$ cat src/rtl/uart_sched.sv
// Bus master for the uart register slave: programs CLK_DIV, polls STATUS, forwards RX, round-robins TX.
// Optional RX path enabled by defining UART_SCHED_RX_EN.
module uart_sched #(
    parameter int unsigned CLK_DIV_INIT = 103
) (
    input  logic        clk,
    input  logic        reset_n,
    input  logic [1:0]  req_valid,
    input  logic [31:0] req_data,
    output logic [1:0]  req_ready,
    output logic        rx_valid,
    output logic [15:0] rx_data,
    input  logic        rx_ready,
    output logic        uart_sel,
    output logic [63:0] uart_address,
    output logic        uart_read,
    output logic [3:0]  uart_write_mask,
    output logic [63:0] uart_write_value,
    input  logic [63:0] uart_read_value
);

    typedef enum logic [1:0] {S_INIT, S_POLL, S_RX_READ, S_TX_WRITE} state_t;

    localparam logic [63:0] ADDR_CLK_DIV = 64'h0;
    localparam logic [63:0] ADDR_STATUS  = 64'h4;
    localparam logic [63:0] ADDR_DATA    = 64'h8;

    state_t      state_q, state_d;
    logic        grant_q, grant_d;
    logic        last_grant_q, last_grant_d;
    logic        rr_pick;
    logic        rx_valid_int;

    logic        sel_c, read_c;
    logic [63:0] addr_c, wval_c;
    logic [3:0]  mask_c;
    logic [1:0]  ready_c;

    // Prefer the requester that did not win last time.
    assign rr_pick = req_valid[~last_grant_q] ? ~last_grant_q : last_grant_q;

    always_comb begin
        state_d      = state_q;
        grant_d      = grant_q;
        last_grant_d = last_grant_q;
        sel_c        = 1'b1;
        read_c       = 1'b0;
        addr_c       = '0;
        mask_c       = '0;
        wval_c       = '0;
        ready_c      = '0;
        case (state_q)
            S_INIT: begin
                addr_c  = ADDR_CLK_DIV;
                mask_c  = 4'b0011;
                wval_c  = {32'b0, 32'(CLK_DIV_INIT)};
                state_d = S_POLL;
            end
            S_POLL: begin
                addr_c = ADDR_STATUS;
                read_c = 1'b1;
                // RX first: the UART holds only one received character.
                if (uart_read_value[1] && !rx_valid_int) begin
`ifdef UART_SCHED_RX_EN
                    state_d = S_RX_READ;
`else
                    state_d = S_POLL;
                    if (uart_read_value[0] && |req_valid) begin
                        grant_d = rr_pick;
                        state_d = S_TX_WRITE;
                    end
`endif
                end else if (uart_read_value[0] && |req_valid) begin
                    grant_d = rr_pick;
                    state_d = S_TX_WRITE;
                end
            end
`ifdef UART_SCHED_RX_EN
            S_RX_READ: begin
                addr_c  = ADDR_DATA;
                read_c  = 1'b1;
                state_d = S_POLL;
            end
`endif
            S_TX_WRITE: begin
                addr_c           = ADDR_DATA;
                mask_c           = 4'b0001;
                wval_c           = {48'b0, grant_q ? req_data[31:16] : req_data[15:0]};
                ready_c[grant_q] = 1'b1;
                last_grant_d     = grant_q;
                state_d          = S_POLL;
            end
            default: begin
                sel_c   = 1'b0;
                state_d = S_INIT;
            end
        endcase
    end

    always_ff @(posedge clk or negedge reset_n) begin
        if (!reset_n) begin
            state_q      <= S_INIT;
            grant_q      <= 1'b0;
            last_grant_q <= 1'b1;
        end else begin
            state_q      <= state_d;
            grant_q      <= grant_d;
            last_grant_q <= last_grant_d;
        end
    end

    // Bus outputs are masked by reset so an aborted access drops immediately.
    assign uart_sel         = reset_n & sel_c;
    assign uart_read        = reset_n & read_c;
    assign uart_address     = {64{reset_n}} & addr_c;
    assign uart_write_mask  = {4{reset_n}} & mask_c;
    assign uart_write_value = {64{reset_n}} & wval_c;
    assign req_ready        = {2{reset_n}} & ready_c;

`ifdef UART_SCHED_RX_EN
    logic        rx_valid_q, rx_valid_d;
    logic [15:0] rx_data_q, rx_data_d;

    always_comb begin
        rx_valid_d = rx_valid_q;
        rx_data_d  = rx_data_q;
        if (rx_valid_q && rx_ready) rx_valid_d = 1'b0;
        if (state_q == S_RX_READ) begin
            rx_valid_d = 1'b1;
            rx_data_d  = uart_read_value[15:0];
        end
    end

    always_ff @(posedge clk or negedge reset_n) begin
        if (!reset_n) begin
            rx_valid_q <= 1'b0;
            rx_data_q  <= '0;
        end else begin
            rx_valid_q <= rx_valid_d;
            rx_data_q  <= rx_data_d;
        end
    end

    assign rx_valid_int = rx_valid_q;
    assign rx_valid     = rx_valid_q;
    assign rx_data      = rx_data_q;
`else
    assign rx_valid_int = 1'b0;
    assign rx_valid     = 1'b0;
    assign rx_data      = '0;
`endif

    logic unused_ok;
    assign unused_ok = ^{uart_read_value, rx_ready};

endmodule

$ cat config.mk
export PLATFORM = sky130hd
export DESIGN_NAME = uart_sched
export DESIGN_NICKNAME = d
export VERILOG_FILES = /design/src/rtl/uart_sched.sv
export SDC_FILE = /design/constraint.sdc
export NUM_CORES = 1
export LEC_CHECK = 0
export ABC_AREA = 1
export CAP_MARGIN = 20
export CORE_AREA = 3 3 96 98
export DETAILED_ROUTE_END_ITERATION = 10
export DIE_AREA = 0 0 99 101
export PLACE_DENSITY_LB_ADDON = 0.3
export SETUP_SLACK_MARGIN = 0.2
export SYNTH_ARGS = -nofsm -noshare
export SYNTH_HDL_FRONTEND = slang
export SYNTH_SLANG_ARGS = --single-unit
$ cat constraint.sdc
create_clock -name clk -period 3.21 [get_ports clk]
set_input_delay 0.4815 -clock clk [delete_from_list [all_inputs] [get_ports clk]]
set_output_delay 0.4815 -clock clk [all_outputs]
set_load 0.1 [all_outputs]
Word-level counts from Yosys, hierarchy flattened --
Cells that the tools add are included. W data, S select, Z words.
Storage, ports and cells: bits in registers 4, input port bits 101, output and inout port bits 153
Operators by class: magnitude comparators 3, eq/ne operators 3, multiplexer cells 16, bitwise operators 7, reduce and logical (&&, ||, !) cells 7
Operator list (number):
- $and A64 B64 Y64 | 2
- $pmux W16 S2 | 1
- $mux W16 | 1
- $mux W2 | 4
- $pmux W2 S2 | 2
- $pmux W4 S2 | 1
- $mux W1 | 6
- $and A4 B4 Y4 | 1
- $lt A1 B2 Y1 const B | 2
- $reduce_or A2 Y1 | 2
- $ne A3 B3 Y1 const B | 1
- $reduce_or A3 Y1 | 1
- $and A1 B1 Y1 | 2
- $and A2 B2 Y2 | 1
- $eq A2 B1 Y1 const B | 1
- $eq A2 B2 Y1 const B | 1
- $logic_and A1 B1 Y1 | 2
- $logic_not A2 Y1 | 1
- $reduce_and A2 Y1 | 1
- $demux W1 S1 | 1
- $ge A1 B1 Y1 const B | 1
- $not A1 Y1 | 1

Logic depth before layout (Yosys ltp) --
depth after elaboration 6, mapped depth 7, mapped depth without buffers 7

Worst setup path after synthesis --
OpenSTA, ideal clock, no wires.
path type reg-to-output, start register state_q[0], end output uart_write_value[0], arrival time 3029 ps, slack -301 ps, cell stages (with the launch flop) 6, path through dfrtp_1 inv_1 ha_1 nor2_4 inv_1 a21oi_1
On the way: cells in the longest elaborated chain, start to end 3, elaborated cells between the ends (all ways) 4, classes of those cells eq/ne: 1; mux: 1; bitwise: 1; reduce/logical: 1
RTL lines:
- from (decl) | RTL line 28 | state_t state_q, state_d;
- from (signal assigned) | RTL line 106 | state_q <= state_d;
- $eq A2 B2 Y1 / $logic_not A2 Y1 (equally long branches) | RTL line 52 | case (state_q)
- $pmux W16 S2 * | RTL line 52
- $and A64 B64 Y64 * | RTL line 117 | assign uart_write_value = {64{reset_n}} & wval_c;
- to (decl) | RTL line 18 | output logic [63:0] uart_write_value,
Every way passes the cells marked *; elsewhere a longest branch is shown, timed or not.

Final worst setup path --
start input reset_n, end output uart_write_value[7]
On the way: cells in the longest elaborated chain, start to end 1
RTL lines:
- from (decl) | RTL line 7 | input logic reset_n,
- $and A64 B64 Y64 | RTL line 117
No other way between the ends.

==> summary.txt <==
Finish
  • # diodes: 0
  • Post-route design area: 2080 um^2
  • Commonest non-fill, non-tap cell in the layout: conb_1
  • Area growth syn-to-layout: 25.1%
  • Most frequent cells in the layout: conb_1, nand2_1, clkdlybuf4s50_1
  • Share of layout cells above drive strength 1: 13.9%
  • Nets: 418

Timing
  • Relative slew slack: 64.1%
  • Fin Hold WS: 0.518 ns
  • Min Clock Period, post-route: 2.58 ns
  • Final Hold Vio Count: 0
  • Worst-margin pin slew: 0.538 ns
  • Setup TNS: 0 ns
  • Period utilization: 80.5%
  • Setup WS post-layout: 0.627 ns
  • Final Skew: 0.00317 ns
  • Final setup fails: 0
  • Fmax: 387 MHz
  • RSZ-0062 raised after global routing: false
  • Max-slew violation count: 0

Detailed routing
  • DRT iter0 DRCs: 23
  • DR DRC count: 0
  • First-pass detailed-route iteration total: 4
  • Via count: 1273
  • WL per Instance: 9.58 um
  • Routed vias/inst: 3.05
  • Antenna Nets Post-Route: 0
  • WL final: 4.00 mm

Worst hold path
  • Hold Path Class: register to register

Die
  • Core Area: 8550 um^2
  • Initial Utilization: 19.4%
  • Row cnt: 34
  • IO Count: 254
  • Die Ht: 101 um
  • DIE WIDTH: 99 um
  • Die area: 10000 um^2

Clocking
  • CTS Sinks: 4
  • Clock latency on the worst-skew pair: 0.22 ns
  • Post-CTS sizing: 0
  • CTS tree: done
  • Total CTS buffers: 3
  • Worst-path clk slew: 0.03 ns
  • CTS H-tree depth: 1
  • Clock Tree Buf Depth: 2
  • Post-CTS Hold Buffers: 0
  • Post-CTS Setup Repair Bufs: 0
  • Root Buffer: clkbuf_8

Place
  • Final HPWL DP: 3.48 mm
  • RePlAce Congestion: 0.797
  • Port buffer count: 61
  • Pre-CTS setup slack: 0.590 ns
  • Cell Area, Placed: 2030 um^2

Global route
  • Grt ovf: 0
  • Pin count of the biggest net entering global routing: 21
  • Vias in the first global route: 982
  • First-pass GRT wire length: 5.28 mm
  • Total global routing track utilization: 6.78%
  • Initial antenna violation count: 0

Synthesis
  • Syn Area/Cell: 6.61 um^2
  • YS warnings: 0
  • #FFs+latches synth: 4
  • Synthesized area: 1660 um^2
  • Distinct cells, synth: 18
  • Gate count of the mapped netlist: 251
  • Register area share after synthesis: 6.11%

Worst setup path
  • CP endpoint kind: primary output
  • Startpoint Class: primary input
  • CP Max Fanout: 11
  • CP required: 2.73 ns
  • CP Class: primary input to primary output
  • Crit path arrival time: 2.10 ns

Run
  • Max-cap violations: 0

Power
  • Leakage power: 0.00113 uW
  • Power Density: 803 nW/um^2
  • Power consumption: 1670 uW
  • Peak VDD IR: 0.404 mV

Status
  • Status: complete, no violations
## synth_stat cells
| master | n | area, um^2 |
|---|---|---|
| a21oi_1 | 6 | 30.0 |
| a21oi_2 | 10 | 87.6 |
| buf_2 | 3 | 15.0 |
| buf_4 | 130 | 976 |
| buf_6 | 1 | 11.3 |
| clkbuf_1 | 1 | 3.75 |
| conb_1 | 1 | 3.75 |
| dfrtp_1 | 3 | 75.1 |
| dfstp_2 | 1 | 26.3 |
| ha_1 | 6 | 75.1 |
| inv_1 | 23 | 86.3 |
| inv_2 | 1 | 3.75 |
| nand2_1 | 48 | 180 |
| nand2_2 | 1 | 6.26 |
| nand3_1 | 7 | 35.0 |
| nor2_1 | 6 | 22.5 |
| nor2_4 | 1 | 11.3 |
| o21ai_0 | 2 | 10.0 |
## routing by layer
layer  wire (um)  track usage, %  share of wire, %  vias up
met5           0               0                 0        -
met1        1530            8.23                38      551
met4           0            1.58                 0        0
li1            -               -                 -      609
met3         571            1.94                14        0
met2        1900            11.8                47      113
## worst max-delay path, cell delays in order
cell	delay [ns]
clkdlybuf4s50_1	0.68
inv_2	0.10
nor2_4	0.12
nand2_2	0.23
a21oi_2	0.26
buf_12	0.20
## final timing paths
| kind | endpoint | from | slack [ns] | cells past startpoint |
|---|---|---|---|---|
| setup / recovery | uart_write_value[7] | reset_n | 0.63 | 6 |
| hold / removal | last_grant_q$_DFFE_PN1N_ | last_grant_q$_DFFE_PN1N_ | 0.52 | 2 |
| setup reg to reg | state_q[0]$_DFFE_PN0P_ | state_q[1]$_DFFE_PN0P_ | 1.92 | 7 |
| hold reg to reg | last_grant_q$_DFFE_PN1N_ | last_grant_q$_DFFE_PN1N_ | 0.52 | 2 |
| max in group asynchronous | last_grant_q$_DFFE_PN1N_ | reset_n | 2.36 | 1 |
| min in group asynchronous | state_q[0]$_DFFE_PN0P_ | reset_n | 0.55 | 1 |
## kinds of logic (layout without fill, tap and decap cells)
kind of cell | count (synthesis) | in the layout | synth area share [%]
flip-flops | 4 | 4 | 6.11
buffers and inverters | 159 | 90 | 66.1
AND/OR/NAND/NOR | 63 | 63 | 15.4
adder cells (fa/ha/maj) | 6 | 6 | 4.52
other | 1 | 129 | 0.226
AO/OA/AOI/OAI | 18 | 18 | 7.69
## stage by stage
stage               std cells  util [%]
floorplan                 379         -
global placement          414      23.7
detailed placement        414      23.7
CTS                       418      24.3
global route              418      24.3
finish                    418      24.3
## sequential cells by signal, indices dropped and copies added, names as in the netlist
name and flops:
last_grant_q 1, state_q 2, grant_q 1
## power breakdown
group / leakage, uW / internal (uW) / total [uW] / switching, uW
combinational: 0.00107 / 232 / 1460 / 1230
clock: 0.0000228 / 84.8 / 111 / 26.5
sequential: 0.0000456 / 73.3 / 91.8 / 18.5
total: 0.00113 / 390 / 1670 / 1280
## cell type report
| type | instances | area, um^2 |
|---|---|---|
| Sequential cell | 4 | 101 |
| Tap cell | 108 | 135 |
| Timing Repair Buffer | 62 | 758 |
| Inverter | 24 | 90.1 |
| Clock buffer | 4 | 45.0 |
| Fill cell | 945 | 6470 |
| Multi-Input combinational cell | 216 | 946 |
No activity file was read; power rests on OpenSTA's default activity.
==> variant 1: new RTL, config.mk and constraints unchanged <==
The option `UART_SCHED_RX_EN` is turned on by a define.
--- a/src/rtl/uart_sched.sv
+++ b/src/rtl/uart_sched.sv
@@ -2,2 +2,4 @@
 // Optional RX path enabled by defining UART_SCHED_RX_EN.
+`define UART_SCHED_RX_EN
+
 module uart_sched #(
Behaviour: not the same (Yosys sat finds a counterexample within 4 cycles, from zero or initial values and one cycle with reset_n low).
==> variant 1 against the unedited design <==
Routed wire length increased by 35%. Register-to-register slack worse by 0.17 ns. Clock skew rose by 0.0018 ns. Synthesized area up 30%. Power rose by 110%. Sequential cell count increased by 17. Sequential share of layout area up 12 points. Setup slack better by 0.023 ns. Final cell count up 19%. Non-clock buffer count up 34. Design area increased by 46%. Die area unchanged.
==> variant 1: results (changes against the unedited design) <==
| Metric | Value |
|---|---|
| Status | `completed` |
| Worst-Skew Late Latency | `0.26 ns (+0.04 ns)` |
| Largest register FFs | `16 (+14)` |
| Hpwl dp | `4540 um (+30%)` |
| Post-synthesis cell type count | `20 (+2)` |
| Pre-CTS setup slack | `0.726 ns (+0.135 ns)` |
| Top cells by area, synth | `buf_4 39%, dfrtp_1 23%, nand2_1 15%` |
| Pin count of the biggest net entering global routing | `26 (+24%)` |
| Commonest cells post-synth | `113 x buf_4, 88 x nand2_1, 20 x dfrtp_1` |
| Met1 wire length | `1990 um (+30%)` |
| First-pass GRT wire length | `7910 um (+50%)` |
| Clock transition at path regs | `0.08 ns (+0.05 ns)` |
| Post-Synth Adder-Cell Area | `0.0348 (-0.0105)` |
| Routed wl met3 | `685 um (+20%)` |
| Post-synthesis compound-gate area fraction | `0.0614 (-0.0155)` |
| Total wire length | `5400 um (+35%)` |
| CP Data Arrival Time | `2.08 ns (-0.02 ns)` |
| Metal2 WL | `2700 um (+42%)` |
| Uppermost routed layer | `met4` |
| Post-placement cell count | `492 (+19%)` |
| Tot GR Track Use | `0.0977 (+0.0299)` |
| Routed wire per std cell | `10.9 um (+14%)` |
| Worst rel slew slack | `0.347 (-0.294)` |
| Share of cells above drive strength 1 | `0.157 (+0.0185)` |
| Pleak | `1.60 nW (+41%)` |
| Number of global-route vias before repair | `1549 (+58%)` |
| Post-DP Area | `2990 um^2 (+47%)` |
-- variant 1: layer usage --
| metal | global-route usage | up-vias |
|---|---|---|
| met5 | 0 | - |
| li1 | - | 856 |
| met2 | 0.175 | 116 |
| met3 | 0.0339 | 2 |
| met4 | 0.0252 | 0 |
| met1 | 0.110 | 766 |
-- variant 1: stage by stage --
stage               utilization  power (mW)
global placement          0.350        3.37
detailed placement        0.350        3.38
CTS                       0.355        3.57
finish                    0.355        3.53
floorplan                     -        2.81
global route              0.355        3.70
-- variant 1: final timing paths --
path / start / end / slack, ns / cells after the start
min in group asynchronous: reset_n / rx_data[2]$_DFFE_PN0P_ / 0.68 / 2
hold / removal: rx_data[10]$_DFFE_PN0P_ / rx_data[10]$_DFFE_PN0P_ / 0.48 / 2
max in group asynchronous: reset_n / last_grant_q$_DFFE_PN1N_ / 2.22 / 2
setup / recovery: state_q[0]$_DFFE_PN0P_ / uart_write_value[3] / 0.65 / 6
hold reg to reg: rx_data[10]$_DFFE_PN0P_ / rx_data[10]$_DFFE_PN0P_ / 0.48 / 2
setup reg to reg: state_q[0]$_DFFE_PN0P_ / rx_data[0]$_DFFE_PN0P_ / 1.75 / 5
-- variant 1: power breakdown --
part | leakage, nW | switching, mW | total (mW) | internal, mW
sequential | 0.256 | 0.0951 | 0.489 | 0.394
clock | 0.0255 | 0.0864 | 0.173 | 0.0864
combinational | 1.32 | 2.27 | 2.87 | 0.603
total | 1.60 | 2.45 | 3.53 | 1.08
-- variant 1: cell type report --
class | instances | area (um^2)
flip-flops and latches | 21 | 527
repair buffers | 96 | 1170
clock inverters | 1 | 5.00
fillers | 903 | 5510
clock buffers | 3 | 41.3
multi-input cells | 247 | 1090
inverters | 20 | 75.1
well taps | 108 | 135
-- variant 1: critical path: stages (launching register included) --
cell and delay, ns:
dfrtp_1 0.42, inv_1 0.11, ha_1 0.39, nor2_8 0.20, nand2_2 0.24, a21oi_2 0.26, buf_12 0.20
-- variant 1: kinds of logic after synthesis --
family,after synthesis
DFF,21
AOI/OAI and AO/OA,19
adders and majority gates,6
other,1
and+or+nand+nor,110
buffers and inverters,141
==> variant 2: new RTL, config.mk and constraints unchanged <==
Made on the original files. Encoding of `state_t`: now one-hot (4 bits for 4 states).
--- a/src/rtl/uart_sched.sv
+++ b/src/rtl/uart_sched.sv
@@ -21,3 +21,3 @@
 
-    typedef enum logic [1:0] {S_INIT, S_POLL, S_RX_READ, S_TX_WRITE} state_t;
+    typedef enum logic [3:0] {S_INIT = 4'b0001, S_POLL = 4'b0010, S_RX_READ = 4'b0100, S_TX_WRITE = 4'b1000} state_t;
 
Function: no difference found for any inputs over 10 cycles, from zero or initial values and one cycle with reset_n low; not proved beyond that.
==> variant 2 against the unedited design <==
Design area down 5.5%. Setup slack improved by 0.074 ns. Power down 0.96%. Via count down 7.5%. Routed wire length decreased by 13%. Synthesized area shrank 5.1%. Sequential cell count rose by 1. Critical path type unchanged. Largest cell class unchanged.
==> variant 2: results (changes against the unedited design) <==
| Metric | Value |
|---|---|
| Top cells by area, synth | `buf_4 62%, nand2_1 9.1%, nor2_1 6.9%` |
| R2R depth | `5 (-2)` |
| Final cell count without fillers | `408 (-2.4%)` |
| Sequential Power Share | `0.074 (+0.019)` |
| Last element of the critical path | `uart_write_value[8]` |
| Number of global-route vias before repair | `921 (-6.2%)` |
| Pin count of the biggest net entering global routing | `19 (-9.5%)` |
| Post-synthesis cell type count | `16 (-2)` |
| Max rail drop VDD | `0.447 mV (+10%)` |
| Final net count | `402 (-3.8%)` |
| Post-DP Area | `1920 um^2 (-5.6%)` |
| Routed wire per std cell | `8.52 um (-11%)` |
| Largest buffer count on any clock path | `2 (unchanged)` |
| Slowest stage delay, CP | `0.64 ns (-0.04 ns)` |
| Top flop regs | `state_q (3), grant_q (1), last_grant_q (1)` |
| Pleak | `1.08 nW (-5.0%)` |
| Clock skew | `0.00173 ns (-0.00144 ns)` |
| Share of cells above drive strength 1 | `0.127 (-0.0120)` |
| Hpwl dp | `2970 um (-15%)` |
| Reg2Reg Setup Slack | `2.18 ns (+0.26 ns)` |
| FMAX | `0.399 GHz (+3.0%)` |
| Worst R2R End | `state_q[1]$_DFFE_PN0P_` |
| Commonest cells post-synth | `131 x buf_4, 38 x nand2_1, 29 x nor2_1` |
| Min-Delay Path Class | `input pin to async pin` |
| Tot GR Track Use | `0.0546 (-0.0132)` |
| I/O Buffers | `60 (-1.6%)` |
| Cell count after synthesis | `240 (-4.4%)` |
| First-pass GRT wire length | `4520 um (-14%)` |
| Register area share after synthesis | `0.0810 (+0.0199)` |
| Seq group | `0.122 mW (+33%)` |
| Number of DRC markers in iteration 0 | `10 (-57%)` |
| DR vias | `1177 (-7.5%)` |
| Total combinational power | `1.42 mW (-3%)` |
| CP Max Fanout | `13 (+2)` |
| Post-synthesis compound-gate area fraction | `0.0588 (-0.0181)` |
| CP Data Arrival Time | `2.03 ns (-0.07 ns)` |
| Clock transition at path regs | `approximately 0.04 ns` |
| Post-Synth Adder-Cell Area | `0 (-0.0452)` |
| Status | `completed` |
| GPL Wtd Cong | `0.702 (-12%)` |
| Pre-CTS setup slack | `0.622 ns (+0.0314 ns)` |
| Switching Share | `0.766 (about the same)` |
| Final hold slack | `0.521 ns (+0.00296 ns)` |
[variant 2: cell count changes in the layout (fill, tap and decap cells not counted), sizes merged]
| cell | unedited run | this run |
|---|---|---|
| a21boi | 0 | 11 |
| a21oi | 16 | 0 |
| clkdlybuf4s50 | 37 | 36 |
| dfstp | 1 | 2 |
| ha | 6 | 0 |
| inv | 24 | 13 |
| nand2 | 49 | 39 |
| nand3 | 7 | 3 |
| nor2 | 7 | 33 |
[variant 2: area by class of cell]
| type | count | area (um^2) |
|---|---|---|
| Multi-Input combinational cell | 217 | 882 |
| Fill cell | 982 | 6590 |
| Tap cell | 108 | 135 |
| Inverter | 13 | 48.8 |
| Clock buffer | 4 | 45.0 |
| Timing Repair Buffer | 61 | 723 |
| Sequential cell | 5 | 128 |
[variant 2: per-layer routing]
layer  routed length (um)  vias up  part of all wire  GRT usage
met5                    0        -                 0          0
met4                    0        0                 0    0.00630
met3                  509        0              0.15     0.0131
met2                 1730      102              0.50     0.0987
met1                 1240      494              0.36     0.0674
li1                     -      581                 -          -
